**config.mk**
```make
export PLATFORM = sky130hd
export DESIGN_NAME = fir_in_rate_gen_flat
export DESIGN_NICKNAME = d
export VERILOG_FILES = /design/src/rtl/fir_in_rate_gen_if.sv /design/src/rtl/fir_in_rate_gen.sv /design/src/flat_wrapper.sv
export SDC_FILE = /design/constraint.sdc
export NUM_CORES = 1
export LEC_CHECK = 0
export ABC_AREA = 1
export CORE_ASPECT_RATIO = 1.2
export CORE_MARGIN = 1.5
export CORE_UTILIZATION = 38
export CTS_CLUSTER_SIZE = 24
export DETAILED_ROUTE_END_ITERATION = 6
export PLACE_DENSITY = 0.71
export SLEW_MARGIN = 0
export SYNTH_ARGS = -nofsm -noshare
export SYNTH_HDL_FRONTEND = slang
export SYNTH_SLANG_ARGS = --single-unit
```
**constraint.sdc**
```tcl
create_clock -name clk -period 2 [get_ports clk]
set_input_delay 0.4 -clock clk [delete_from_list [all_inputs] [get_ports clk]]
set_output_delay 0.4 -clock clk [all_outputs]
set_load 0.05 [all_outputs]
```
**src/rtl/fir_in_rate_gen_if.sv**
```systemverilog
// Stream/config bundle for fir_in_rate_gen: config strobe, input sample stream, tagged output stream.
interface fir_in_rate_gen_if #(
  parameter int unsigned DATA_W = 16,
  parameter int unsigned CH_W   = 1,
  parameter int unsigned RATE_W = 4,
  parameter int unsigned TAIL_W = 8
);
  logic              cfg_valid;
  logic              cfg_mode;
  logic [RATE_W-1:0] cfg_rate;
  logic [TAIL_W-1:0] cfg_tail;
  logic              cfg_ready;

  logic              in_valid;
  logic [DATA_W-1:0] in_data_r;
  logic [DATA_W-1:0] in_data_i;
  logic              in_last;
  logic              in_ready;

  logic              out_valid;
  logic [DATA_W-1:0] out_data_r;
  logic [DATA_W-1:0] out_data_i;
  logic [CH_W-1:0]   out_ch;
  logic              out_last;
  logic              out_ready;

  logic              busy;

  modport master (
    output cfg_valid, cfg_mode, cfg_rate, cfg_tail,
    output in_valid, in_data_r, in_data_i, in_last,
    output out_ready,
    input  cfg_ready, in_ready,
    input  out_valid, out_data_r, out_data_i, out_ch, out_last,
    input  busy
  );

  modport slave (
    input  cfg_valid, cfg_mode, cfg_rate, cfg_tail,
    input  in_valid, in_data_r, in_data_i, in_last,
    input  out_ready,
    output cfg_ready, in_ready,
    output out_valid, out_data_r, out_data_i, out_ch, out_last,
    output busy
  );
endinterface

```
**src/rtl/fir_in_rate_gen.sv**
```systemverilog
// FIR input-rate stage: zero-stuff interpolation, round-robin channel tagging, per-channel zero tail.
// Optional FIR_IN_RATE_STATS_EN adds saturating input/output handshake counters.
module fir_in_rate_gen #(
  parameter int unsigned DATA_W = 16,
  parameter int unsigned NUM_CH = 1,
  parameter int unsigned RATE_W = 4,
  parameter int unsigned TAIL_W = 8
) (
  input  logic clk,
  input  logic rst,
  fir_in_rate_gen_if.slave bus
`ifdef FIR_IN_RATE_STATS_EN
  ,
  output logic [31:0] stat_in_cnt,
  output logic [31:0] stat_out_cnt
`endif
);

  localparam int unsigned CH_W = (NUM_CH > 1) ? $clog2(NUM_CH) : 1;
  localparam logic [CH_W-1:0] CH_LAST = CH_W'(NUM_CH - 1);

  typedef enum logic [1:0] {IDLE, STREAM, STUFF, TAIL} state_t;

  state_t            state, state_nx;
  logic [CH_W-1:0]   ch_cnt, ch_nx;
  logic [RATE_W-1:0] rate_q, rate_nx;
  logic [RATE_W-1:0] zcnt, zcnt_nx;
  logic [TAIL_W-1:0] tail_q, tail_nx;
  logic [TAIL_W-1:0] trem, trem_nx;
  logic              last_pend, last_pend_nx;

  logic              ov, ov_nx;
  logic [DATA_W-1:0] od_r, od_r_nx;
  logic [DATA_W-1:0] od_i, od_i_nx;
  logic [CH_W-1:0]   och, och_nx;
  logic              olast, olast_nx;

  logic              load;
  logic              accept;
  logic              cfg_acc;
  logic [CH_W-1:0]   ch_inc;

  assign load    = !ov || bus.out_ready;
  assign accept  = bus.in_valid && (state == STREAM) && load;
  assign cfg_acc = bus.cfg_valid && (state == IDLE);
  assign ch_inc  = (ch_cnt == CH_LAST) ? '0 : ch_cnt + CH_W'(1);

  // Next-state and next-output-register logic
  always_comb begin
    state_nx     = state;
    ch_nx        = ch_cnt;
    rate_nx      = rate_q;
    zcnt_nx      = zcnt;
    tail_nx      = tail_q;
    trem_nx      = trem;
    last_pend_nx = last_pend;
    ov_nx        = ov;
    od_r_nx      = od_r;
    od_i_nx      = od_i;
    och_nx       = och;
    olast_nx     = olast;

    // A drained register empties unless a new sample loads below
    if (load) begin
      ov_nx    = 1'b0;
      olast_nx = 1'b0;
    end

    case (state)
      IDLE: begin
        if (bus.cfg_valid) begin
          rate_nx      = (!bus.cfg_mode || bus.cfg_rate == '0) ? RATE_W'(1) : bus.cfg_rate;
          tail_nx      = bus.cfg_tail;
          ch_nx        = '0;
          last_pend_nx = 1'b0;
          state_nx     = STREAM;
        end
      end

      STREAM: begin
        if (accept) begin
          ov_nx    = 1'b1;
          od_r_nx  = bus.in_data_r;
          od_i_nx  = bus.in_data_i;
          och_nx   = ch_cnt;
          olast_nx = bus.in_last && (rate_q == RATE_W'(1)) && (tail_q == '0);
          if (rate_q > RATE_W'(1)) begin
            zcnt_nx      = rate_q - RATE_W'(1);
            last_pend_nx = bus.in_last;
            state_nx     = STUFF;
          end else if (bus.in_last) begin
            ch_nx    = '0;
            trem_nx  = tail_q;
            state_nx = (tail_q == '0) ? IDLE : TAIL;
          end else begin
            ch_nx = ch_inc;
          end
        end
      end

      STUFF: begin
        if (load) begin
          ov_nx    = 1'b1;
          od_r_nx  = '0;
          od_i_nx  = '0;
          och_nx   = ch_cnt;
          olast_nx = (zcnt == RATE_W'(1)) && last_pend && (tail_q == '0);
          zcnt_nx  = zcnt - RATE_W'(1);
          if (zcnt == RATE_W'(1)) begin
            if (last_pend) begin
              ch_nx    = '0;
              trem_nx  = tail_q;
              state_nx = (tail_q == '0) ? IDLE : TAIL;
            end else begin
              ch_nx    = ch_inc;
              state_nx = STREAM;
            end
          end
        end
      end

      TAIL: begin
        // trem counts remaining rounds over all channels
        if (load) begin
          ov_nx   = 1'b1;
          od_r_nx = '0;
          od_i_nx = '0;
          och_nx  = ch_cnt;
          if (ch_cnt == CH_LAST) begin
            ch_nx   = '0;
            trem_nx = trem - TAIL_W'(1);
            if (trem == TAIL_W'(1)) begin
              olast_nx = 1'b1;
              state_nx = IDLE;
            end
          end else begin
            ch_nx = ch_inc;
          end
        end
      end

      default: state_nx = IDLE;
    endcase
  end

  always_ff @(posedge clk) begin
    if (rst) begin
      state     <= IDLE;
      ch_cnt    <= '0;
      rate_q    <= RATE_W'(1);
      zcnt      <= '0;
      tail_q    <= '0;
      trem      <= '0;
      last_pend <= 1'b0;
      ov        <= 1'b0;
      od_r      <= '0;
      od_i      <= '0;
      och       <= '0;
      olast     <= 1'b0;
    end else begin
      state     <= state_nx;
      ch_cnt    <= ch_nx;
      rate_q    <= rate_nx;
      zcnt      <= zcnt_nx;
      tail_q    <= tail_nx;
      trem      <= trem_nx;
      last_pend <= last_pend_nx;
      ov        <= ov_nx;
      od_r      <= od_r_nx;
      od_i      <= od_i_nx;
      och       <= och_nx;
      olast     <= olast_nx;
    end
  end

  assign bus.cfg_ready  = (state == IDLE);
  assign bus.in_ready   = (state == STREAM) && load;
  assign bus.out_valid  = ov;
  assign bus.out_data_r = od_r;
  assign bus.out_data_i = od_i;
  assign bus.out_ch     = och;
  assign bus.out_last   = olast;
  assign bus.busy       = (state != IDLE);

`ifdef FIR_IN_RATE_STATS_EN
  // Saturating job statistics, cleared when a job is configured
  always_ff @(posedge clk) begin
    if (rst || cfg_acc) begin
      stat_in_cnt  <= '0;
      stat_out_cnt <= '0;
    end else begin
      if (accept && stat_in_cnt != '1)
        stat_in_cnt <= stat_in_cnt + 32'd1;
      if (ov && bus.out_ready && stat_out_cnt != '1)
        stat_out_cnt <= stat_out_cnt + 32'd1;
    end
  end
`else
  logic unused_cfg_acc;
  assign unused_cfg_acc = cfg_acc;
`endif

endmodule
```
**src/flat_wrapper.sv**
```systemverilog
// flat-port wrapper written by rule: the top's interface ports become plain ports
module fir_in_rate_gen_flat 
#(
  parameter int unsigned DATA_W = 16,
  parameter int unsigned NUM_CH = 1,
  parameter int unsigned RATE_W = 4,
  parameter int unsigned TAIL_W = 8
)
  (clk, rst, bus_cfg_valid, bus_cfg_mode, bus_cfg_rate, bus_cfg_tail, bus_in_valid, bus_in_data_r, bus_in_data_i, bus_in_last, bus_out_ready, bus_cfg_ready, bus_in_ready, bus_out_valid, bus_out_data_r, bus_out_data_i, bus_out_ch, bus_out_last, bus_busy);
  fir_in_rate_gen_if #(.DATA_W(DATA_W), .RATE_W(RATE_W), .TAIL_W(TAIL_W)) bus_i ();
  input  logic clk;
  input  logic rst;
  input wire logic [$bits(bus_i.cfg_valid)-1:0] bus_cfg_valid;
  input wire logic [$bits(bus_i.cfg_mode)-1:0] bus_cfg_mode;
  input wire logic [$bits(bus_i.cfg_rate)-1:0] bus_cfg_rate;
  input wire logic [$bits(bus_i.cfg_tail)-1:0] bus_cfg_tail;
  input wire logic [$bits(bus_i.in_valid)-1:0] bus_in_valid;
  input wire logic [$bits(bus_i.in_data_r)-1:0] bus_in_data_r;
  input wire logic [$bits(bus_i.in_data_i)-1:0] bus_in_data_i;
  input wire logic [$bits(bus_i.in_last)-1:0] bus_in_last;
  input wire logic [$bits(bus_i.out_ready)-1:0] bus_out_ready;
  output wire logic [$bits(bus_i.cfg_ready)-1:0] bus_cfg_ready;
  output wire logic [$bits(bus_i.in_ready)-1:0] bus_in_ready;
  output wire logic [$bits(bus_i.out_valid)-1:0] bus_out_valid;
  output wire logic [$bits(bus_i.out_data_r)-1:0] bus_out_data_r;
  output wire logic [$bits(bus_i.out_data_i)-1:0] bus_out_data_i;
  output wire logic [$bits(bus_i.out_ch)-1:0] bus_out_ch;
  output wire logic [$bits(bus_i.out_last)-1:0] bus_out_last;
  output wire logic [$bits(bus_i.busy)-1:0] bus_busy;
  assign bus_i.cfg_valid = bus_cfg_valid;
  assign bus_i.cfg_mode = bus_cfg_mode;
  assign bus_i.cfg_rate = bus_cfg_rate;
  assign bus_i.cfg_tail = bus_cfg_tail;
  assign bus_i.in_valid = bus_in_valid;
  assign bus_i.in_data_r = bus_in_data_r;
  assign bus_i.in_data_i = bus_in_data_i;
  assign bus_i.in_last = bus_in_last;
  assign bus_i.out_ready = bus_out_ready;
  assign bus_cfg_ready = bus_i.cfg_ready;
  assign bus_in_ready = bus_i.in_ready;
  assign bus_out_valid = bus_i.out_valid;
  assign bus_out_data_r = bus_i.out_data_r;
  assign bus_out_data_i = bus_i.out_data_i;
  assign bus_out_ch = bus_i.out_ch;
  assign bus_out_last = bus_i.out_last;
  assign bus_busy = bus_i.busy;
  fir_in_rate_gen #(.DATA_W(DATA_W), .NUM_CH(NUM_CH), .RATE_W(RATE_W), .TAIL_W(TAIL_W)) u_core (.clk(clk), .rst(rst), .bus(bus_i));
endmodule
```
Word-level counts from Yosys, hierarchy flattened. Index checks and enable logic that the tools add are counted. Widths: inputs -> output; s select.

ROM bits: 0. Input port bits: 51. Output and inout port bits: 38. Logic and storage cells: 122. RAM bits: 0. Bits in registers: 63. Latch bits: 0. Memories: 0.

Multipliers: 0. Shift-type cells: 0. Div/mod/pow operators: 0. Reduce and logical (&&, ||, !) cells: 27. Magnitude comparators: 1. $add $sub $neg: 4. Bitwise operators: 0. Equality and inequality tests: 19. Multiplexer cells: 59.

Operator list (count): $mux 8 (8); $pmux 16 s2 (2); $mux 16 (3); $pmux 8 s3 (1); $mux 1 (23); $mux 2 (11); $mux 4 (4); $ne 2x1->1 const B (8); $reduce_and 9->1 (1); $eq 4x1->1 const B (2); $eq 8x1->1 const B (1); $logic_not 8->1 (1); $ne 2x2->1 const B (4); $pmux 2 s4 (1); $pmux 4 s2 (1); $reduce_and 4->1 (2); $reduce_and 8->1 (1); $reduce_bool 2->1 (4); $sub 4x1->4 const B (2); $sub 8x1->8 const B (1); $logic_and 1x1->1 (7); $pmux 1 s2 (3); $reduce_and 6->1 (1); $eq 2x2->1 const B (2); 14 further kinds (16).

Logic depth before layout (Yosys ltp). Gate-level depths: netlist of the first run.

Depth in word-level cells: 7. Gate-level depth with buffers: 11. Mapped depth without buffers: 11.

Worst setup path after synthesis of the first run. No wires, ideal clock.

Path kind: reg2out. Start point: register u_core.ov (netlist: u_core.bus.out_valid). End point: output bus_in_ready. Data arrival time: 1.331 ns. Path slack: 0.269 ns. Path buffers: 1. Cell stages (with the launch flop): 5. Data required time: 1.600 ns. Cells stage by stage: dfxtp_1 > nand2_1 > inv_1 > nor2_2 > buf_2.

Word-level cells in the longest chain between the ends: 3.

Ends and longest elaborated chain: start: declaration (RTL line fir_in_rate_gen.sv:32) `logic ov, ov_nx;`; start signal: assignment (RTL line fir_in_rate_gen.sv:168) `ov <= ov_nx;`; $logic_not 1->1 (RTL line fir_in_rate_gen.sv:43) `assign load = !ov || bus.out_ready;`; $logic_or 1x1->1 (RTL line fir_in_rate_gen.sv:43); $logic_and 1x1->1 (RTL line fir_in_rate_gen.sv:177) `assign bus.in_ready = (state == STREAM) && load;`; end: declaration (RTL line flat_wrapper.sv:23) `output wire logic [$bits(bus_i.in_ready)-1:0] bus_in_ready;`.

No other way between the ends.

Worst setup path after layout of the first run.
Start point: register u_core.ov (netlist: u_core.bus.out_valid). End point: output bus_out_valid.

RTL lines: end: declaration (RTL line flat_wrapper.sv:24) `output wire logic [$bits(bus_i.out_valid)-1:0] bus_out_valid;`.

No word-level cell between the ends.

==> impl_results.md, run 1 <==
- Status: finished clean
- Clock sink count: 61
- Clk root buf: clkbuf_8
- Detailed-route via count: 2988
- GRT overflow: 0
- Peak VDD IR: 699 uV
- Post-synth EDFFs: 0
- Post-route minimum period: 1920 ps
- Dominant cell type by area after synthesis: dfxtp_1
- RR Startpoint: u_core.rate_q[0]
- CP Capture Type: primary output
- Initial antenna violation count: 0
- Largest net degree at the start of global routing: 34
- Hold path startpoint: u_core.bus.out_data_i[9]
- I/O Buffers: 87
- FILL cells: 698
- CP Class: reg2out
- Internal Power: 3.08 mW
- Clock transition at path regs: 70 ps
- Max Buffers Root-to-Sink: 2
- CP Buf/Inv Count: 1
- CP max FO: 3
- Setup WS pre-CTS: 56.4 ps
- Slowest CP cell: clkdlybuf4s50_1
- CTS-repair resized insts: 0
- P per Cell Area: 1330 nW/um2
- Gr usage total: 19.6%
- # setup viols final: 0
- Synth area leaders: dfxtp_1 42%, nand2_1 13%, a21oi_1 8.6%
- H-tree Lvls: 3
- Worst Hold Path EP: u_core.bus.out_data_i[9]
- Worst hold path depth: 2
- Sequential area share after synthesis: 41.8%
- Sw Pwr: 2.42 mW
- Top-area cell type share of the netlist area: 41.8%
- Multi-input gate area: 1500 um2
- Worst EP arrival: 1520 ps
- Clk_skew: 6.99 ps
- Max_slew headroom: 63.9%
- Critical path's top delay family: buffers and inverters
- Pins Over Slew Limit: 0
- Setup TNS Final: 0 ps
- Synth Area in Compound Gates: 15.8%
- Yosys cell types: 28
- Cell Count, Final, Fillers Out: 607
- Clk_lat worst skew: 340 ps
- Worst hold slack: 461 ps
- Fmax: 0.522 GHz
- Mux cell area share after synthesis: 0%
- Worst EP required: 1600 ps
- RSZ-0062 raised after global routing: no
- IO Count: 89
- DRC violations left: 0
- Synth-to-layout area growth: 41.4%
- Synth Area in XOR/XNOR: 0.899%
- CTS Buf Count: 9
- Combinational Power Share: 48.5%
- Worst path cell trace: clkdlybuf4s50_1
- Mean Syn Cell Area: 6.88 um2
- Post-detailed-routing wire length: 7890 um
- Post-Syn Instances: 425
- Setup Buffers After CTS: 0
- Register area: 1220 um2
- Full die area: 8230 um2
- Placed Cells: 591
- Avg Vias per Cell: 4.92
- Pre-antenna DRT Iters: 5
- Per-cell routed wire length: 13.0 um
- ANT nets after route: 0
- Max-cap violations: 0
- Simple-Gate Fraction of Synth Area: 31.9%
- Part of the cycle the worst path needs: 95.8%
- Asr flop ratio synth: 0%
- # hold bufs at CTS: 0
- Clk pwr share: 20.9%
- Switching share of power: 44.1%
- Final WS setup: 83.1 ps
- Core area: 7360 um2
- Effective utilization at floorplan: 39.7%
- Layout cells sized above 1: 8.90%
- Die width: 83.1 um
- Slew @ Worst Pin: 540 ps
- Crit path launch type: register
- Adder-Cell Fraction of Synth Area: 2.57%
- First-pass GRT wire length: 13000 um
- Post-synth top cells: 98 x nand2_1, 61 x dfxtp_1, 50 x a21oi_1, 50 x nand3_1, 49 x nor2_1
- Site row count: 34
- Synthesized net count: 482
- Most common cell in the netlist: nand2_1
- CTS tree: built
- # diodes: 0
- Sequential fraction of design power: 30.6%
- Worst r2r path cells: 9
- Hold WC Path Type: reg2reg
- P_leak: 1.63 nW
- Post-synth top flop: dfxtp_1
- Gpl congestion: 0.867
- Max stage delay on crit path: 830 ps
- Hpwl dp: 5740 um
- Post-synthesis register bit count: 61
- RR Endpoint: u_core.trem[7]
- R2R setup slack: 310 ps
- Final hold violations: 0
- NumNets Final: 569
- Iteration-0 DRC Markers: 131
- Synth warn: 0
- Post-synthesis cell area: 2920 um2
- DIE HEIGHT: 99.1 um
- Vias in the first global route: 2872
- Largest family of logic cells by synthesized area: simple AND/OR/NAND/NOR gates
[stage by stage]
step / utilization, % / instance area (um2) / power (mW)
after floorplan: - / 2920 / 3.56
after global placement: 53.3 / 3920 / 4.34
after detailed placement: 53.3 / 3920 / 4.37
after CTS: 56.2 / 4130 / 5.53
after global routing: 56.2 / 4130 / 5.91
final: 56.2 / 4130 / 5.50
[cells by family after synthesis]
kind of cell | count (synthesis)
xor gates and xnor gates | 3
DFF | 61
AOI/OAI and AO/OA | 88
other | 1
buffers and inverters | 51
adders and majority gates | 6
and+or+nand+nor | 215
[power groups by stage]
stage               sequential [mW]  combinational (mW)  clock (mW)
floorplan                      1.96                1.60           0
global placement               1.70                2.64           0
detailed placement             1.70                2.67           0
CTS                            1.68                2.68        1.17
global route                   1.72                2.97        1.23
finish                         1.68                2.67        1.15
[area by class of cell]
class / instances / area share, %
Clock buffer: 11 / 3.66
Clock inverter: 5 / 1.42
Inverter: 30 / 2.72
Multi-Input combinational cell: 313 / 36.3
Sequential cell: 61 / 29.5
Tap cell: 90 / 2.72
Timing Repair Buffer: 97 / 23.6
[layout by cell type, fill, tap and decap left out]
master and n:
a211oi_1 1, a21boi_0 1, a21oi_1 50, buf_12 3, buf_4 10, bufinv_16 1
clkbuf_8 11, clkdlybuf4s50_1 84, clkinv_2 1, clkinv_4 1, clkinvlp_4 2, conb_1 1
dfxtp_1 61, ha_1 6, inv_1 25, inv_2 5, nand2_1 98, nand2_2 3
nand3_1 50, nand3_2 1, nand4_1 3, nor2_1 49, nor2_2 3, nor2_4 4
nor3_1 4, o211ai_1 1, o211ai_2 1, o21a_1 1, o21ai_0 27, o21ai_1 4
o21bai_1 2, xnor2_1 2, xor2_1 1
[sequential cells by signal (all words and copies together), names as in the netlist]
register,cells
u_core.bus.out_data_i,16
u_core.bus.out_data_r,16
u_core.tail_q,8
u_core.trem,8
u_core.rate_q,4
u_core.zcnt,4
u_core.state,2
u_core.bus.out_last,1
u_core.bus.out_valid,1
u_core.last_pend,1
[per-layer routing]
layer / global-route usage, % / vias up / wire, um
met2: 33.3 / 81 / 3810
met3: 6.64 / 13 / 545
met5: 0 / - / 0
met4: 7.69 / 0 / 144
li1: - / 1564 / -
met1: 22.8 / 1330 / 3390
[worst max path at each step]
| stage | endpoint | from | depth (start not counted) | slack (ps) |
|---|---|---|---|---|
| 6_report | bus_out_valid | u_core.bus.out_valid | 1 | 80 |
| 5_1_grt | bus_out_valid | u_core.bus.out_valid | 1 | 20 |
| 4_1_cts | bus_out_valid | u_core.bus.out_valid | 1 | 60 |
| 3_5_place_dp | u_core.trem[4] | bus_out_ready | 11 | 60 |
| 3_3_place_gp | u_core.trem[4] | bus_out_ready | 11 | 70 |
| 2_1_floorplan | bus_in_ready | u_core.bus.out_valid | 4 | 270 |
Power figures use the tool's default switching activity.
==> inputs of run 2 (changes only) <==
HOLD_SLACK_MARGIN = 0.02   (was default)
==> results of run 2 <==
Final layout, timing and power as in run 1 (identical DEF).
==> inputs of run 3 (changes only) <==
CAP_MARGIN = 25   (was default)
CELL_PAD_IN_SITES_DETAIL_PLACEMENT = 1   (was default)
CELL_PAD_IN_SITES_GLOBAL_PLACEMENT = 2   (was default)
CORE_UTILIZATION = 25   (was 38)
PLACE_DENSITY = 0.84   (was 0.71)
==> impl_results.md, run 3 (synthesis gave the netlist of run 1 again) <==
- Iteration-0 DRC Markers: 60
- RR Endpoint: u_core.zcnt[0]
- Vias in the first global route: 3205
- Worst hold slack: 462 ps
- NumNets Final: 572
- RR Startpoint: u_core.rate_q[0]
- Site row count: 43
- R2R setup slack: 200 ps
- P per Cell Area: 1410 nW/um2
- Total power: 6.12 mW
- RSZ-0062 raised after global routing: no
- Die width: 102 um
- Critical path's top delay family: buffers and inverters
- Full die area: 12400 um2
- Commonest cells after routing, fill and taps aside: 98 x nand2_1, 83 x clkdlybuf4s50_1, 61 x dfxtp_1
- Internal Power: 3.56 mW
- ANT nets after route: 0
- Worst hold path depth: 2
- GRT overflow: 0
- Gpl congestion: 0.817
- # hold bufs at CTS: 0
- # setup viols final: 0
- IO Count: 89
- Worst path cell trace: clkdlybuf4s50_1
- Per-cell routed wire length: 14.1 um
- Final WS setup: 102 ps
- Slew @ Worst Pin: 533 ps
- CP max FO: 2
- CTS-repair resized insts: 0
- CP Class: reg2out
- FILL cells: 1389
- Detailed-route via count: 3082
- Effective utilization at floorplan: 25.5%
- Slowest CP cell: clkdlybuf4s50_1
- Peak VDD IR: 753 uV
- Fmax: 0.527 GHz
- CP Buf/Inv Count: 1
- # diodes: 0
- Status: finished clean
- Final hold violations: 0
- DIE HEIGHT: 121 um
- DRC violations left: 0
- I/O Buffers: 87
- Part of the cycle the worst path needs: 94.9%
- Layout cells sized above 1: 9.44%
- H-tree Lvls: 3
- Clk root buf: clkbuf_16
- Setup TNS Final: 0 ps
- Sw Pwr: 2.56 mW
- Switching share of power: 41.8%
- Hold path startpoint: u_core.last_pend
- P_leak: 1.70 nW
- Clk_skew: 6.43 ps
- Setup Buffers After CTS: 0
- Clock sink count: 61
- Post-route minimum period: 1900 ps
- CTS tree: built
- Hold WC Path Type: reg2reg
- Avg Vias per Cell: 4.56
- Max Buffers Root-to-Sink: 2
- Pins Over Slew Limit: 0
- Fin util: 37.9%
- Setup WS pre-CTS: 80.2 ps
- Worst EP required: 1600 ps
- Gr usage total: 16.6%
- Worst EP arrival: 1500 ps
- Clk pwr share: 27.1%
- Largest net degree at the start of global routing: 34
- Clock transition at path regs: 60 ps
- CTS Buf Count: 9
- Max_slew headroom: 64.4%
- Max stage delay on crit path: 810 ps
- Core area: 11500 um2
- Worst Hold Path EP: u_core.last_pend
- Pre-antenna DRT Iters: 4
- Crit path launch type: register
- Combinational Power Share: 45.2%
- Post-detailed-routing wire length: 9560 um
- Initial antenna violation count: 0
- Synth-to-layout area growth: 48.5%
- Commonest non-fill, non-tap cell in the layout: nand2_1
- Sequential fraction of design power: 27.7%
- First-pass GRT wire length: 15600 um
- Clk_lat worst skew: 330 ps
- CP Capture Type: primary output
- Worst r2r path cells: 9
- Hpwl dp: 6990 um
- Max-cap violations: 0
-- run 3: worst max-delay path by stage --
stage                                  start                 to  slack [ps]  cells past startpoint
floorplan               u_core.bus.out_valid       bus_in_ready         270                      4
finish              u_core.bus.out_data_i[1]  bus_out_data_i[1]         100                      1
detailed placement             bus_out_ready     u_core.trem[3]          80                     10
global route                 u_core.state[0]       bus_in_ready           9                      3
global placement               bus_out_ready     u_core.trem[4]          80                     11
CTS                          u_core.state[0]       bus_in_ready          80                      3
-- run 3: stage by stage --
stage               instance area (um2)  std cells
floorplan                          2920        425
global placement                   4030        661
detailed placement                 4030        661
CTS                                4340        676
global route                       4340        676
finish                             4340        676
-- run 3: final cells by class --
class                           instances  area [um2]  share of cell area (%)
Sequential cell                        61        1220                    28.1
Tap cell                              157         196                    4.52
Clock inverter                          5        75.1                    1.73
Multi-Input combinational cell        313        1500                    34.6
Clock buffer                           10         239                    5.50
Timing Repair Buffer                  100         996                    22.9
Inverter                               30         113                    2.59
-- run 3: per-layer routing --
layer | wire length [um] | track usage, %
met1 | 4030 | 18.4
met2 | 4940 | 29.5
met3 | 442 | 4.67
met4 | 150 | 6.25
met5 | 0 | 0
-- run 3: power by group through the flow --
| stage | sequential [mW] | combinational [mW] | clock [mW] |
|---|---|---|---|
| finish | 1.69 | 2.77 | 1.66 |
| global route | 1.73 | 3.09 | 1.76 |
| CTS | 1.70 | 2.80 | 1.71 |
| detailed placement | 1.71 | 2.77 | 0 |
| global placement | 1.71 | 2.71 | 0 |
| floorplan | 1.96 | 1.60 | 0 |
